===== config.mk =====
export PLATFORM = sky130hd
export DESIGN_NAME = ir_transmitter
export DESIGN_NICKNAME = d
export VERILOG_FILES = /design/src/rtl/ir_transmitter.sv
export SDC_FILE = /design/constraint.sdc
export NUM_CORES = 1
export LEC_CHECK = 0
export BUFFER_PORTS_ARGS = -buffer_cell sky130_fd_sc_hd__buf_2
export CORE_MARGIN = 2
export CORE_UTILIZATION = 28
export CTS_CLUSTER_SIZE = 20
export DETAILED_ROUTE_END_ITERATION = 7
export REMOVE_ABC_BUFFERS = 1
export SLEW_MARGIN = 20
export SYNTH_ARGS = -nofsm -noshare
export SYNTH_HDL_FRONTEND = slang
export SYNTH_SLANG_ARGS = --single-unit
export TNS_END_PERCENT = 5

===== constraint.sdc =====
create_clock -name clock -period 4.3 [get_ports clock]
set_clock_uncertainty 0.1 [all_clocks]
set_input_delay 0.43 -clock clock [delete_from_list [all_inputs] [get_ports clock]]
set_output_delay 0.43 -clock clock [all_outputs]
set_load 0.01 [all_outputs]

===== src/rtl/ir_transmitter.sv =====
// Pulse-width-coded IR frame serialiser with 40 kHz carrier for the rover move command.
// Define IR_PARITY_EN to append an even-parity 13th bit to every frame.
module ir_transmitter #(
    parameter int UNIT_CYCLES  = 16200,
    parameter int CARRIER_HALF = 337,
    parameter int START_UNITS  = 4,
    parameter int GAP_UNITS    = 20
) (
    input  logic        clock,
    input  logic        reset,
    input  logic        transmit_ir,
    input  logic [11:0] move_command,
    output logic        ir_out,
    output logic        ir_envelope,
    output logic        busy,
    output logic        frame_done
);

    localparam logic [2:0] IDLE       = 3'd0;
    localparam logic [2:0] START      = 3'd1;
    localparam logic [2:0] SPACE      = 3'd2;
    localparam logic [2:0] BURST      = 3'd3;
    localparam logic [2:0] INTERFRAME = 3'd4;

`ifdef IR_PARITY_EN
    localparam int DATA_BITS = 13;
`else
    localparam int DATA_BITS = 12;
`endif

    localparam int UNIT_BITS  = ($clog2(UNIT_CYCLES) > 16) ? $clog2(UNIT_CYCLES) : 16;
    localparam int MAX_UNITS  = (GAP_UNITS > START_UNITS) ? GAP_UNITS : START_UNITS;
    localparam int PHASE_BITS = ($clog2(MAX_UNITS + 1) > 5) ? $clog2(MAX_UNITS + 1) : 5;
    localparam int CAR_BITS   = ($clog2(CARRIER_HALF) > 0) ? $clog2(CARRIER_HALF) : 1;

    localparam logic [UNIT_BITS-1:0] UNIT_LAST = UNIT_BITS'(UNIT_CYCLES - 1);
    localparam logic [CAR_BITS-1:0]  CAR_LAST  = CAR_BITS'(CARRIER_HALF - 1);
    localparam logic [3:0]           LAST_BIT  = 4'(DATA_BITS - 1);

    logic [2:0]            state;
    logic [2:0]            state_next;
    logic [UNIT_BITS-1:0]  unit_cnt;
    logic [PHASE_BITS-1:0] phase_cnt;
    logic [PHASE_BITS-1:0] phase_len;
    logic [DATA_BITS-1:0]  shift_reg;
    logic [DATA_BITS-1:0]  latch_word;
    logic [3:0]            bit_idx;
    logic [CAR_BITS-1:0]   car_cnt;
    logic [CAR_BITS-1:0]   car_cnt_next;
    logic                  carrier;
    logic                  carrier_next;
    logic                  phase_end;
    logic                  load;
    logic                  shift;
    logic                  done_next;
    logic                  env_next;

`ifdef IR_PARITY_EN
    assign latch_word = {^move_command, move_command};
`else
    assign latch_word = move_command;
`endif

    assign busy = (state != IDLE);

    always_comb begin
        phase_len = PHASE_BITS'(1);
        case (state)
            START:      phase_len = PHASE_BITS'(START_UNITS);
            SPACE:      phase_len = PHASE_BITS'(1);
            BURST:      phase_len = shift_reg[0] ? PHASE_BITS'(2) : PHASE_BITS'(1);
            INTERFRAME: phase_len = PHASE_BITS'(GAP_UNITS);
            default:    phase_len = PHASE_BITS'(1);
        endcase
    end

    assign phase_end = (unit_cnt == UNIT_LAST) && (phase_cnt == phase_len - PHASE_BITS'(1));

    always_comb begin
        state_next = state;
        load       = 1'b0;
        shift      = 1'b0;
        done_next  = 1'b0;
        case (state)
            IDLE: begin
                if (transmit_ir) begin
                    state_next = START;
                    load       = 1'b1;
                end
            end
            START: begin
                if (phase_end) state_next = SPACE;
            end
            SPACE: begin
                if (phase_end) state_next = BURST;
            end
            BURST: begin
                if (phase_end) begin
                    if (bit_idx == LAST_BIT) begin
                        state_next = INTERFRAME;
                        done_next  = 1'b1;
                    end else begin
                        state_next = SPACE;
                        shift      = 1'b1;
                    end
                end
            end
            INTERFRAME: begin
                // Back-to-back frames skip IDLE so the repeat spacing stays exactly one gap
                if (phase_end) begin
                    if (transmit_ir) begin
                        state_next = START;
                        load       = 1'b1;
                    end else begin
                        state_next = IDLE;
                    end
                end
            end
            default: state_next = IDLE;
        endcase
    end

    assign env_next = (state_next == START) || (state_next == BURST);

    // Carrier phase is re-anchored on each envelope rise so every burst opens with a high half-cycle
    always_comb begin
        car_cnt_next = car_cnt;
        carrier_next = carrier;
        if (env_next && !ir_envelope) begin
            car_cnt_next = '0;
            carrier_next = 1'b1;
        end else if (car_cnt == CAR_LAST) begin
            car_cnt_next = '0;
            carrier_next = ~carrier;
        end else begin
            car_cnt_next = car_cnt + CAR_BITS'(1);
        end
    end

    always_ff @(posedge clock or posedge reset) begin
        if (reset) begin
            state       <= IDLE;
            unit_cnt    <= '0;
            phase_cnt   <= '0;
            shift_reg   <= '0;
            bit_idx     <= '0;
            car_cnt     <= '0;
            carrier     <= 1'b0;
            ir_envelope <= 1'b0;
            ir_out      <= 1'b0;
            frame_done  <= 1'b0;
        end else begin
            state       <= state_next;
            ir_envelope <= env_next;
            ir_out      <= env_next & carrier_next;
            carrier     <= carrier_next;
            car_cnt     <= car_cnt_next;
            frame_done  <= done_next;

            if (phase_end || state == IDLE) begin
                unit_cnt  <= '0;
                phase_cnt <= '0;
            end else if (unit_cnt == UNIT_LAST) begin
                unit_cnt  <= '0;
                phase_cnt <= phase_cnt + PHASE_BITS'(1);
            end else begin
                unit_cnt <= unit_cnt + UNIT_BITS'(1);
            end

            if (load) begin
                shift_reg <= latch_word;
                bit_idx   <= 4'd0;
            end else if (shift) begin
                shift_reg <= shift_reg >> 1;
                bit_idx   <= bit_idx + 4'd1;
            end
        end
    end

endmodule


==> run_results.csv <==
group,metric,value,unit
worst_setup_path,arrival,3.77,ns
place,place_inst,415,
worst_setup_path,rr_startpoint,"state[0]",
global_route,grt_max_degree,54,
die,start_util,28.9,%
worst_setup_path,crit_end,"car_cnt[8]",
global_route,track_usage,10.8,%
yosys,synth_top_family_by_area,"simple AND/OR/NAND/NOR gates",
die,dieArea,10900,um2
routing,highest_layer,"met4",
routing,dr.pass1.iters,4,
die,boundaryPins,19,
yosys,ys_types,49,
cells_and_area,mostFrequentLayoutCells,"dfrtp_1, nor2_1, mux2_2",
sta,finalSetupTns,0,ns
cts,holdBufCountCts,0,
sta,worst_pin_slew,0.876,ns
place,post_dp_cell_area,3060,um2
global_route,grt_pass1_wl,9720,um
place,hpwlAfterDp,3690,um
yosys,ys.flop_type,"dfrtp_1",
global_route,grt_overflow,0,
pwr,p_leak,1.31,nW
routing,dr_wl_met2,2430,um
worst_setup_path,worstPathRequired,4.34,ns
cells_and_area,layout.cells.most_common,"dfrtp_1",
yosys,synth_xor_area_share,8.36,%
cts,cts_setup_buffers,0,
routing,wl,5320,um
worst_setup_path,crit_start,"state[0]",
yosys,synth_area,2830,um2
cells_and_area,drive_gt1_share,21.4,%
sta,period_needed,3.72,ns
sta,rsz0062_at_grt,"false",
cts,clk_pin_slew,0.09,ns
sta,setup_ws,0.576,ns
cts,cts_made_buffers,5,
sta,drv_slew,0,
die,core.rowCount,36,
sta,finalSetupViolCount,0,
yosys,synth_seq_cells,53,
cells_and_area,finish.utilization,32.5,%
pwr,power_density,371,nW/um2
worst_setup_path,r2r_setup_slack,0.58,ns
cts,clkLatencyLatePin,0.31,ns
yosys,synth_edf_count,0,
yosys,synth_adder_area_share,2.65,%
cells_and_area,diodes,0,
yosys,async_flop_share,100,%
yosys,synth_compound_area_share,9.33,%
global_route,grt_pass1_vias,2054,
routing,ant_nets,0,
place,dp_worst_setup_slack,0.718,ns
cells_and_area,stdcell_count,423,
routing,drt_first_iter_violations,98,
sta,max_freq,0.269,GHz
die,fp.dieH,105,um
global_route,antenna_found_initial,0,
yosys,muxShareOfSynthArea,9.33,%
worst_setup_path,critPathCaptureType,"flop",
yosys,synthSimpleGateAreaFrac,20.1,%
cts,clock-sinks,53,
cts,cts_max_path_buffers,2,
yosys,syn_inst,269,
worst_setup_path,reg2reg_to,"car_cnt[8]",
sta,max_slew_margin,41.1,%
cells_and_area,finalNetCount,310,
place,portBuffers,18,
cts,cts_resized,0,
sta,hold_viol_final,0,
sta,final.period_utilization,86.6,%
routing,post-route-drc-count,0,
worst_setup_path,cp-start-kind,"flop",
routing,wl_per_cell,12.6,um
cells_and_area,fin_area,3170,um2
cts,htree_levels,2,
cts,cts-root-buf,"clkbuf_8",
run_status,status,"complete, no violations",
flow_run,cap_viol_max_count,0,
cells_and_area,area_growth,12.2,%
die,coreArea,9770,um2
place,place_congestion,0.779,
cts,cts_tree,"built",
routing,wl_met3,162,um
die,die_x,105,um
worst_setup_path,r2r_cells,11,
yosys,synth_seq_area_share,46.9,%
worst_setup_path,crit_fanout,13,
routing,met1_length,2650,um
pwr,ir_drop,0.131,mV
routing,viasPerCell,4.72,
cells_and_area,largest_reg_flops,16,
sta,fin_hold_ws,0.197,ns
min_path,hold_class,"primary input to asynchronous set/reset pin",
yosys,syn_avg_cell_area,10.5,um2
yosys,ys_warn_count,0,
pwr,power.total,1.18,mW
routing,via_count,1996,
worst_setup_path,crit_type,"flop to flop",
## cell usage after synthesis, types with 2 or more instances
library cell | n | area [um2]
o21ba_2 | 2 | 20.0
o21ai_0 | 10 | 50.1
mux2_2 | 19 | 214
inv_1 | 11 | 41.3
a21oi_1 | 13 | 65.1
mux2_4 | 2 | 30.0
ha_1 | 6 | 75.1
and3_1 | 2 | 12.5
nand2_1 | 12 | 45.0
mux2i_1 | 2 | 20.0
nor2_1 | 29 | 109
nand3_1 | 14 | 70.1
nand3b_1 | 4 | 30.0
nand2b_1 | 4 | 25.0
and2_1 | 2 | 12.5
nand4_1 | 7 | 43.8
xor2_1 | 12 | 105
nor3_1 | 2 | 10.0
or3_1 | 7 | 43.8
clkbuf_1 | 3 | 11.3
or4b_4 | 2 | 27.5
and4_1 | 2 | 17.5
and3b_1 | 2 | 17.5
a211oi_1 | 8 | 60.1
nor3b_1 | 2 | 15.0
dfrtp_1 | 53 | 1330
xnor2_1 | 15 | 131
## per-layer routing
metal | up-vias | GRT usage, %
met1 | 959 | 14.9
met3 | 4 | 1.88
met4 | 0 | 4.15
met2 | 35 | 16.7
li1 | 998 | -
met5 | - | 0
## cell type report
cell class,instances,area [um2]
Clock buffer,7,96.3
Clock inverter,1,8.76
Fill cell,1023,6600
Inverter,13,48.8
Multi-Input combinational cell,196,1420
Sequential cell,53,1330
Tap cell,133,166
Timing Repair Buffer,20,105
## cells by family (layout without fill, tap and decap cells)
family | after synthesis | after routing
XOR/XNOR | 27 | 27
flip-flops | 53 | 53
multiplexers | 23 | 23
AND/OR/NAND/NOR | 99 | 99
buffers and inverters | 20 | 41
AO/OA/AOI/OAI | 41 | 41
adder cells (fa/ha/maj) | 6 | 6
## worst max-delay path, stage by stage (launching register included)
cell	delay, ns
dfrtp_1	0.58
nor2b_1	0.38
nand3_1	0.13
ha_1	0.31
xnor2_1	0.13
a311oi_1	0.44
nand3_1	0.17
nor4b_2	0.47
buf_4	0.22
mux2_2	0.37
inv_2	0.16
a211oi_1	0.10
## power by group
part           internal, mW  switching, mW  leakage, nW
sequential            0.579         0.0844        0.666
clock                 0.149          0.166       0.0549
combinational         0.109         0.0894        0.589
## worst min path at each step
stage,endpoint,slack [ns],cells after the start
after floorplan,unit_cnt[0],0.36,1
after global placement,unit_cnt[0],0.38,1
after detailed placement,unit_cnt[0],0.39,1
after CTS,car_cnt[4],0.23,3
after global routing,shift_reg[2],0.24,2
final,car_cnt[4],0.20,3
(Power assumes the default switching activity.)
